<file path="src/rtl/arm_pipe_pkg.sv">
// Shared ARM pipeline definitions: word width, the NOP encoding (MOV r0,r0)
// and the update-selection helper for the fetch/decode pipeline register.
package arm_pipe_pkg;

   localparam int WORD_W = 32;
   localparam logic [WORD_W-1:0] NOP_WORD = 32'hE1A00000;

   typedef enum logic [1:0] {
      UPD_RESET = 2'd0,
      UPD_FLUSH = 2'd1,
      UPD_HOLD  = 2'd2,
      UPD_LOAD  = 2'd3
   } upd_e;

   // Update priority: reset, then flush (beats freeze), then hold, then load.
   function automatic upd_e sel_update(input logic rst, input logic flush, input logic freeze);
      upd_e sel;
      if (rst) begin
         sel = UPD_RESET;
      end else if (flush) begin
         sel = UPD_FLUSH;
      end else if (freeze) begin
         sel = UPD_HOLD;
      end else begin
         sel = UPD_LOAD;
      end
      return sel;
   endfunction

endpackage

</file>
<file path="src/rtl/sat_counter.sv">
// Saturating up-counter with synchronous reset and clear; clear beats increment.
module sat_counter #(
   parameter int CNT_W = 16
)(
   input  logic             clk,
   input  logic             rst,
   input  logic             clr,
   input  logic             inc,
   output logic [CNT_W-1:0] count
);

   logic [CNT_W-1:0] count_r;

   // Count state: reset/clear to zero, otherwise step up and stick at all-ones.
   always_ff @(posedge clk) begin
      if (rst) begin
         count_r <= {CNT_W{1'b0}};
      end else if (clr) begin
         count_r <= {CNT_W{1'b0}};
      end else if (inc && (count_r != {CNT_W{1'b1}})) begin
         count_r <= count_r + {{(CNT_W-1){1'b0}}, 1'b1};
      end else begin
         count_r <= count_r;
      end
   end

   assign count = count_r;

endmodule

</file>
<file path="src/rtl/if_stage_reg.sv">
// IF/ID pipeline register with flush/freeze and optional stall/flush counters.
// Counters are present only when IF_STAGE_REG_PERF_CNT_EN is defined.
module if_stage_reg
   import arm_pipe_pkg::*;
#(
   parameter logic [WORD_W-1:0] NOP_INSTR = NOP_WORD,
   parameter int                CNT_W     = 16
)(
   input  logic              clk,
   input  logic              rst,
   input  logic              freeze,
   input  logic              flush,
   input  logic [WORD_W-1:0] pc_in,
   input  logic [WORD_W-1:0] instruction_in,
   input  logic              cnt_clr,
   output logic [WORD_W-1:0] pc_out,
   output logic [WORD_W-1:0] instruction_out,
   output logic              valid_out,
   output logic [CNT_W-1:0]  stall_cnt,
   output logic [CNT_W-1:0]  flush_cnt
);

   logic [WORD_W-1:0] pc_r;
   logic [WORD_W-1:0] instr_r;
   logic              valid_r;
   upd_e              upd_s;

   assign upd_s = sel_update(rst, flush, freeze);

   // Pipeline register: a bubble on reset or flush, hold on freeze, else capture.
   always_ff @(posedge clk) begin
      case (upd_s)
         UPD_RESET, UPD_FLUSH: begin
            pc_r    <= {WORD_W{1'b0}};
            instr_r <= NOP_INSTR;
            valid_r <= 1'b0;
         end
         UPD_HOLD: begin
            pc_r    <= pc_r;
            instr_r <= instr_r;
            valid_r <= valid_r;
         end
         UPD_LOAD: begin
            pc_r    <= pc_in;
            instr_r <= instruction_in;
            valid_r <= 1'b1;
         end
         default: begin
            pc_r    <= {WORD_W{1'b0}};
            instr_r <= NOP_INSTR;
            valid_r <= 1'b0;
         end
      endcase
   end

   assign pc_out          = pc_r;
   assign instruction_out = instr_r;
   assign valid_out       = valid_r;

`ifdef IF_STAGE_REG_PERF_CNT_EN
   logic stall_inc_s;

   // A flush cycle counts as a flush, never as a stall.
   assign stall_inc_s = freeze & ~flush;

   sat_counter #(.CNT_W(CNT_W)) u_stall_cnt (
      .clk   (clk),
      .rst   (rst),
      .clr   (cnt_clr),
      .inc   (stall_inc_s),
      .count (stall_cnt)
   );

   sat_counter #(.CNT_W(CNT_W)) u_flush_cnt (
      .clk   (clk),
      .rst   (rst),
      .clr   (cnt_clr),
      .inc   (flush),
      .count (flush_cnt)
   );
`else
   logic unused_cnt_clr_s;

   assign unused_cnt_clr_s = cnt_clr;
   assign stall_cnt        = {CNT_W{1'b0}};
   assign flush_cnt        = {CNT_W{1'b0}};
`endif

endmodule

</file>
<file path="config.mk">
export PLATFORM = sky130hd
export DESIGN_NAME = if_stage_reg
export DESIGN_NICKNAME = d
export VERILOG_FILES = /design/src/rtl/arm_pipe_pkg.sv /design/src/rtl/sat_counter.sv /design/src/rtl/if_stage_reg.sv
export SDC_FILE = /design/constraint.sdc
export NUM_CORES = 1
export LEC_CHECK = 0
export CORE_MARGIN = 2
export CORE_UTILIZATION = 25
export DETAILED_ROUTE_END_ITERATION = 6
export DONT_BUFFER_PORTS = 1
export GPL_ROUTABILITY_DRIVEN = 1
export SLEW_MARGIN = 20
export SYNTH_ARGS = -nofsm -noshare
export SYNTH_HDL_FRONTEND = slang
export SYNTH_SLANG_ARGS = --single-unit
</file>
<file path="constraint.sdc">
create_clock -name clk -period 1.98 [get_ports clk]
set_input_delay 0.396 -clock clk [delete_from_list [all_inputs] [get_ports clk]]
set_output_delay 0.396 -clock clk [all_outputs]
set_load 0.02 [all_outputs]
</file>
; Yosys cells after proc, flatten, opt, wreduce, memory -nomap -nowiden
; Index checks and enable logic that the tools add are counted.
; Widths: inputs -> output; s select.
[word_totals]
register_bits = 65
latchBits = 0
ramBits = 0
rom_bits = 0
out_inout_bits = 97
word_cells = 14
mem_count = 0
[classes]
addsub = 0
mul = 0
div_mod_pow = 0
n_lt_le_gt_ge = 0
eq_ne = 3
n_shift = 0
mux = 6
n_bitwise = 0
n_reduce_logical = 2
[ops]
columns = operator, n
row1 = $pmux 32 s2, 2
row2 = $eq 2x2->1 const B, 2
row3 = $mux 2, 2
row4 = $eq 2x1->1 const B, 1
row5 = $logic_not 2->1, 1
row6 = $pmux 1 s2, 1
row7 = $reduce_or 2->1, 1
row8 = $mux 1, 1

; Longest topological paths before layout
; Gate-level depths: netlist of run 1.
[logic_depth]
word_depth = 6
depth_mapped = 3
ltp_nobuf = 1

; Worst setup path after synthesis of run 1
; No wires, ideal clock.
[synth_path]
kind = input to register
startpoint = in flush
endpoint = reg instr_r[0], in the netlist instruction_out[0] (enable)
t_arrival_ns = 1.633
required_time_ns = 1.581
path_slack_ns = -0.052
stages = 2
n_path_buf = 1
path_cell_list = clkbuf_1 or3b_2
[synth_between]
elab_chain_cells = 3
[synth_lines]
columns = item, line_no
row1 = from (decl), if_stage_reg.sv:12  ; input logic flush,
row2 = $mux 2, arm_pipe_pkg.sv:20  ; end else if (flush) begin
row3 = $mux 2, arm_pipe_pkg.sv:18  ; if (rst) begin
row4 = $eq 2x2->1, if_stage_reg.sv:32  ; case (upd_s)
row5 = to (signal assigned), if_stage_reg.sv:40  ; instr_r <= instr_r;
row6 = to (signal assigned), if_stage_reg.sv:45  ; instr_r <= instruction_in;
row7 = to (decl), if_stage_reg.sv:24  ; logic [WORD_W-1:0] instr_r;
; No other way between the ends.
; A chain may end at the register's enable or synchronous reset.

; Final worst setup path of run 1
[layout_path]
startpoint = in freeze
endpoint = reg pc_r[11], in the netlist pc_out[11] (enable)
[layout_between]
elab_chain_cells = 4
[layout_lines]
columns = item, line_no
row1 = from (decl), if_stage_reg.sv:11  ; input logic freeze,
row2 = $mux 1, arm_pipe_pkg.sv:22  ; end else if (freeze) begin
row3 = $mux 2, arm_pipe_pkg.sv:20
row4 = $mux 2, arm_pipe_pkg.sv:18
row5 = $eq 2x2->1, if_stage_reg.sv:32
row6 = to (signal assigned), if_stage_reg.sv:34  ; pc_r <= {WORD_W{1'b0}};
row7 = to (signal assigned), if_stage_reg.sv:39  ; pc_r <= pc_r;
row8 = to (signal assigned), if_stage_reg.sv:44  ; pc_r <= pc_in;
row9 = to (decl), if_stage_reg.sv:23  ; logic [WORD_W-1:0] pc_r;
; No other way between the ends.

==> results.cfg, run 1 <==
[logic_synthesis]
synth.avg_cell_area_um2 = 15.5
netlist_area_mm2 = 0.00286
ys_warn_count = 0
synth_cells = 185
yosysSeqAreaShare_pct = 68.2
ys_ff_latch = 65
synth_cell_types = 9

[power]
p_leak_nw = 1.01
p_sw_share_pct = 23.1
p_switching_uw = 735
pwr-share-comb_pct = 3.6
p_int_mw = 2.45
p_per_area_mw_per_mm2 = 1040
pwr-share-clk_pct = 41.2
vdd_drop_max_v = 0.000332
pwr-share-seq_pct = 55.1

[setup_path]
endpoint = pc_out[11]
worst_setup_path_start_kind = primary input
required_ps = 1920
cp_top_family = simple AND/OR/NAND/NOR gates
crit_start = freeze
critical_path.max_fanout = 66
end_kind = register
crit_type = in2reg
slowest_stage = or3b_4
cp_num_buf_inv = 0
crit_cells = 1
crit_chain = or3b_4
crit_arrival_ps = 1320
slowest_delay_ps = 850

[cts]
root_buffer = clkbuf_16
cts-hold-fix-buffers = 0
tritoncts = done
htreeDepth = 3
cts_inserted_buffers = 9
cts.sinks = 65
cts_setup_buffers = 0
path_clk_slew_ps = 50
clk_path_buf_depth = 2
ctsResizeCount = 0

[global_routing]
grt_usage_pct = 10.2
antenna_found_initial = 0
gr-total-overflow = 0
grt_pass1_wl_mm = 9.45
grt_pass1_vias = 1519
grt_max_degree = 67

[route]
drt_iter0_markers = 159
wirelength_mm = 6.36
post-route-drc-count = 0
drtAntennaViolNets = 0
dr_total_vias = 1521
viasPerCell = 4.78
post_drt_wl_per_cell_um = 20.0
dr.pass1.iters = 4

[timing]
rsz0062_at_grt = no
fin_setup_tns_ps = 0
hold_violations = 0
post-route-period-util_pct = 69.6
relSlewSlack_pct = 33.5
worstMarginPinSlew_ps = 997
setup_violations = 0
timing.fmax_mhz = 726
fin_crit_ps = 1380
drv_slew = 0

[floorplan]
start_util_pct = 25.3
dieHeight_um = 111
ioPinCount = 166
die_x_um = 111
dieArea_mm2 = 0.0123
core-area_mm2 = 0.0113
row_count = 39

[min_path]
holdPathStages = 1
hp-class = in2reg

[place]
gp_congestion = 0.650
port_buffers = 0

[layout]
utilization_pct = 27.0
drive_gt1_share_pct = 6.29
nNetsFinal = 243
area_growth_pct = 6.77
diodes = 0

[flow_run]
cap_viol_max_count = 0

[status]
status = finished clean
==> per-stage QoR <==
step / hold WS (ps) / std cells / setup WS (ps) / instance area, um2 / power (mW)
after global placement: 577 / 306 / 300 / 2820 / 1.90
after detailed placement: 577 / 306 / 270 / 2820 / 1.90
after floorplan: 572 / 216 / 289 / 2980 / 1.97
after global routing: 241 / 318 / 535 / 3060 / 3.32
after CTS: 237 / 318 / 590 / 3060 / 3.24
final: 251 / 318 / 602 / 3060 / 3.18
==> flip-flops by register name, summed over array words and instances, names as in the netlist <==
| name | count |
|---|---|
| valid_out | 1 |
| instruction_out | 32 |
| pc_out | 32 |
==> cells in the final DEF, fill, tap and decap left out <==
| master | instances |
|---|---|
| edfxtp_1 | 65 |
| nor4b_1 | 58 |
| conb_1 | 32 |
| clkbuf_16 | 9 |
| or4_1 | 6 |
| clkinv_1 | 2 |
| nor3_1 | 1 |
| or3b_4 | 1 |
| clkinv_2 | 1 |
==> kinds of logic (layout without fill, tap and decap cells) <==
logic type,Yosys count,count (layout),synth area share (%)
buf+inv,53,12,11.9
flops,65,65,68.2
simple gates,66,66,19.8
other cells,1,32,0.131
==> synthesized netlist by cell type <==
library cell	number	area share, %
conb_1	1	0.13
buf_4	32	8.4
clkbuf_1	3	0.39
nor3_1	1	0.17
buf_2	18	3.1
nor4b_1	58	18
or3b_2	1	0.31
or4_1	6	1.6
edfxtp_1	65	68
==> power by group through the flow <==
| stage | Combinational [mW] | Sequential (mW) | Clock [mW] |
|---|---|---|---|
| floorplan | 0.208 | 1.76 | 0 |
| finish | 0.115 | 1.76 | 1.31 |
| global placement | 0.113 | 1.78 | 0 |
| CTS | 0.116 | 1.76 | 1.36 |
| global route | 0.124 | 1.76 | 1.43 |
| detailed placement | 0.116 | 1.79 | 0 |
==> area by class of cell <==
class | instances | area [um2]
Clock inverter | 3 | 12.5
Tap cell | 143 | 179
Fill cell | 1162 | 8260
Clock buffer | 9 | 225
Sequential cell | 65 | 1950
Multi-Input combinational cell | 98 | 689
==> metal layers <==
metal | routed length [um] | track usage, %
met5 | 0 | 0
met4 | 121 | 4.69
met3 | 565 | 4.48
met2 | 3090 | 16.4
met1 | 2590 | 11.7
==> worst min-delay path by stage <==
stage	slack, ps	startpoint	endpoint
after global routing	240	instruction_in[24]	instruction_out[24]
after floorplan	570	instruction_in[21]	instruction_out[21]
after CTS	240	instruction_in[24]	instruction_out[24]
after detailed placement	580	instruction_in[24]	instruction_out[24]
after global placement	580	instruction_in[29]	instruction_out[29]
final	250	instruction_in[24]	instruction_out[24]
Power figures use the tool's default switching activity.
==> inputs of run 2 (changes only) <==
==> constraint.sdc (replaced) <==
create_clock -name clk -period 1.2 [get_ports clk]
set_input_delay 0.24 -clock clk [delete_from_list [all_inputs] [get_ports clk]]
set_output_delay 0.24 -clock clk [all_outputs]
set_load 0.02 [all_outputs]
==> results.cfg, run 2 (synthesis results as in run 1) <==
[status]
status = finished clean

[global_routing]
antenna_found_initial = 0
grt_usage_pct = 10.1
grt_pass1_vias = 1505
gr-total-overflow = 0
grt_max_degree = 67
grt_pass1_wl_mm = 9.10

[setup_path]
crit_type = reg2out
critical_path.max_fanout = 1
end_kind = output pin
worst_setup_path_start_kind = register
crit_arrival_ps = 870
required_ps = 960

[floorplan]
row_count = 39
ioPinCount = 166
core-area_mm2 = 0.0113
start_util_pct = 25.3
die_x_um = 111
dieArea_mm2 = 0.0123
dieHeight_um = 111

[place]
gp_congestion = 0.673
port_buffers = 0
post_dp_cell_area_mm2 = 0.00286
dp_hpwl_mm = 3.80
place_inst = 309

[power]
p_switching_mw = 1.26
p_per_area_mw_per_mm2 = 1780
pwr-share-clk_pct = 44.5
p_sw_share_pct = 22.7
p_leak_nw = 1.05
p_int_mw = 4.30
vdd_drop_max_v = 0.000607
pwr-share-seq_pct = 52.0
pwr-share-comb_pct = 3.6

[cts]
clk_path_buf_depth = 2
path_clk_slew_ps = 60
ctsResizeCount = 0
cts-hold-fix-buffers = 0
cts.sinks = 65
htreeDepth = 3
root_buffer = clkbuf_16
cts_setup_buffers = 0
cts_inserted_buffers = 9
tritoncts = done

[route]
dr_total_vias = 1542
wirelength_mm = 6.20
viasPerCell = 4.74
post_drt_wl_per_cell_um = 19.1
drtAntennaViolNets = 0
drt_iter0_markers = 108
dr.pass1.iters = 4
post-route-drc-count = 0

[layout]
drive_gt1_share_pct = 8.24
diodes = 0
area_growth_pct = 9.44
fin_area_mm2 = 0.00313
nNetsFinal = 246
fill_cells = 1154
utilization_pct = 27.7
final_cell_mix = 65 x edfxtp_1, 58 x nor4b_1, 32 x conb_1
final_common_cell = edfxtp_1
final_cell_count_no_fill = 325

[timing]
drv_slew = 0
fin_crit_ps = 1110
post-route-period-util_pct = 92.4
timing.fmax_mhz = 902
setup_violations = 0
hold_violations = 0
rsz0062_at_grt = no

[flow_run]
cap_viol_max_count = 0

[min_path]
hp-class = in2reg
run 2: layout make-up:
| class | count | area, um2 | share of cell area [%] |
|---|---|---|---|
| Clock inverter | 5 | 46.3 | 1.48 |
| Sequential cell | 65 | 1950 | 62.3 |
| Multi-Input combinational cell | 98 | 689 | 22.0 |
| Clock buffer | 11 | 233 | 7.43 |
| Timing Repair Buffer | 3 | 35.0 | 1.12 |
| Tap cell | 143 | 179 | 5.71 |
run 2: metrics by stage:
| stage | setup slack, ps | power, mW | hold WS (ps) | TNS (ps) |
|---|---|---|---|---|
| 2_1_floorplan | -227 | 3.26 | 416 | -14780 |
| 5_1_grt | 70.0 | 5.78 | 79.7 | 0 |
| 4_1_cts | 78.5 | 5.64 | 70.5 | 0 |
| 6_report | 91.2 | 5.56 | 86.7 | 0 |
| 3_3_place_gp | 63.9 | 3.13 | 417 | 0 |
| 3_5_place_dp | 61.4 | 3.14 | 419 | 0 |
run 2: power by group through the flow:
stage	Sequential, mW	Combinational, mW	Clock, mW
after floorplan	2.91	0.347	0
after global placement	2.94	0.195	0
after detailed placement	2.94	0.201	0
after CTS	2.90	0.200	2.54
after global routing	2.90	0.214	2.67
final	2.89	0.200	2.47
run 2: layer usage:
metal	global-route usage (%)	wire (um)	up-vias
met5	0	0	-
met4	5.93	148	0
met3	5.14	722	11
met2	15.7	2950	126
met1	11.0	2380	749
li1	-	-	656
run 2: final timing paths:
check,startpoint,to,cells past startpoint
max,instruction_out[23],instruction_out[23],0
min,instruction_in[23],instruction_out[23],1
==> inputs of run 3 (changes only) <==
--- a/config.mk
+++ b/config.mk
@@ -5,11 +5,14 @@
 export SDC_FILE = /design/constraint.sdc
 export NUM_CORES = 1
 export LEC_CHECK = 0
+export CELL_PAD_IN_SITES_DETAIL_PLACEMENT = 1
+export CELL_PAD_IN_SITES_GLOBAL_PLACEMENT = 2
 export CORE_MARGIN = 2
-export CORE_UTILIZATION = 25
+export CORE_UTILIZATION = 30
 export DETAILED_ROUTE_END_ITERATION = 6
 export DONT_BUFFER_PORTS = 1
 export GPL_ROUTABILITY_DRIVEN = 1
+export PLACE_DENSITY_LB_ADDON = 0.1
 export SLEW_MARGIN = 20
 export SYNTH_ARGS = -nofsm -noshare
 export SYNTH_HDL_FRONTEND = slang
==> results.cfg, run 3 (synthesis results as in run 1) <==
[route]
dr_total_vias = 1524
wirelength_mm = 6.42
viasPerCell = 4.90
post-route-drc-count = 0
dr.pass1.iters = 4
drtAntennaViolNets = 0
post_drt_wl_per_cell_um = 20.6
drt_iter0_markers = 91

[flow_run]
cap_viol_max_count = 0

[timing]
drv_slew = 0
post-route-period-util_pct = 90.0
timing.fmax_mhz = 926
setup_violations = 0
hold_slack_ps = 84.7
fin_crit_ps = 1080
setup_slack_ps = 120
rsz0062_at_grt = no
hold_violations = 0

[cts]
path_clk_slew_ps = 70
tritoncts = done
root_buffer = clkbuf_8
cts-hold-fix-buffers = 0
cts.sinks = 65
ctsResizeCount = 0
htreeDepth = 3
cts_setup_buffers = 0
clk_path_buf_depth = 2
cts_inserted_buffers = 9

[layout]
fin_area_mm2 = 0.00302
final_common_cell = edfxtp_1
area_growth_pct = 5.59
final_cell_count_no_fill = 311
nNetsFinal = 245
drive_gt1_share_pct = 8.29
final_cell_mix = 65 x edfxtp_1, 58 x nor4b_1, 32 x conb_1

[global_routing]
grt_usage_pct = 12.2
grt_pass1_wl_mm = 9.18
gr-total-overflow = 0
grt_pass1_vias = 1544
grt_max_degree = 67
antenna_found_initial = 0

[floorplan]
ioPinCount = 166
dieArea_mm2 = 0.0103
start_util_pct = 31.0
dieHeight_um = 102
row_count = 35
die_x_um = 102
core-area_mm2 = 0.00924

[place]
port_buffers = 0
gp_congestion = 0.736
post_dp_cell_area_mm2 = 0.00284
dp_hpwl_mm = 4.09
preCtsSetupSlack_ps = 63.4
place_inst = 294

[setup_path]
worst_setup_path_start_kind = register
end_kind = output pin
required_ps = 960
crit_arrival_ps = 840
crit_type = reg2out
critical_path.max_fanout = 1

[min_path]
hp-class = in2reg

[status]
status = finished clean

[power]
p_leak_nw = 1.01
vdd_drop_max_v = 0.000397
p_per_area_mw_per_mm2 = 1590
## run 3: changes by cell type in the layout (fill, tap and decap cells not counted)
cell and change:
buf_12 +1, buf_4 -2, clkbuf_1 +1, clkbuf_16 -9, clkbuf_8 +9, clkinv_1 -2
clkinv_2 +1, diode_2 +1
## run 3: path summary, 6_finish.rpt
kind | from | to | cells after the start
worst max-delay path | instruction_out[23] | instruction_out[23] | 0
worst min-delay path | instruction_in[21] | instruction_out[21] | 1
## run 3: stage by stage
stage	util [%]	TNS, ps	total power, mW
global placement	30.8	0	3.14
global route	32.7	0	5.02
floorplan	-	-14780	3.26
CTS	32.7	0	4.90
detailed placement	30.8	0	3.14
finish	32.7	0	4.82
## run 3: cell type report
class,count,area [um2]
timing repair buffer,2,40.0
clock buffer,12,135
tap,129,161
clock inverter,4,43.8
antenna,1,2.50
fill,963,6220
sequential,65,1950
multi-input combinational,98,689
## run 3: where the power goes
| group | internal [mW] | switching [mW] | leakage, nW |
|---|---|---|---|
| clock | 0.948 | 0.775 | 0.0918 |
| sequential | 2.65 | 0.241 | 0.730 |
| combinational | 0.0658 | 0.139 | 0.186 |
## run 3: metal layers
layer / vias to the layer above / GRT usage, % / wire length [um]
met4: 0 / 4.68 / 112
met1: 752 / 12.6 / 2220
met2: 109 / 19.6 / 3230
met5: - / 0 / 0
li1: 653 / - / -
met3: 10 / 8.14 / 854
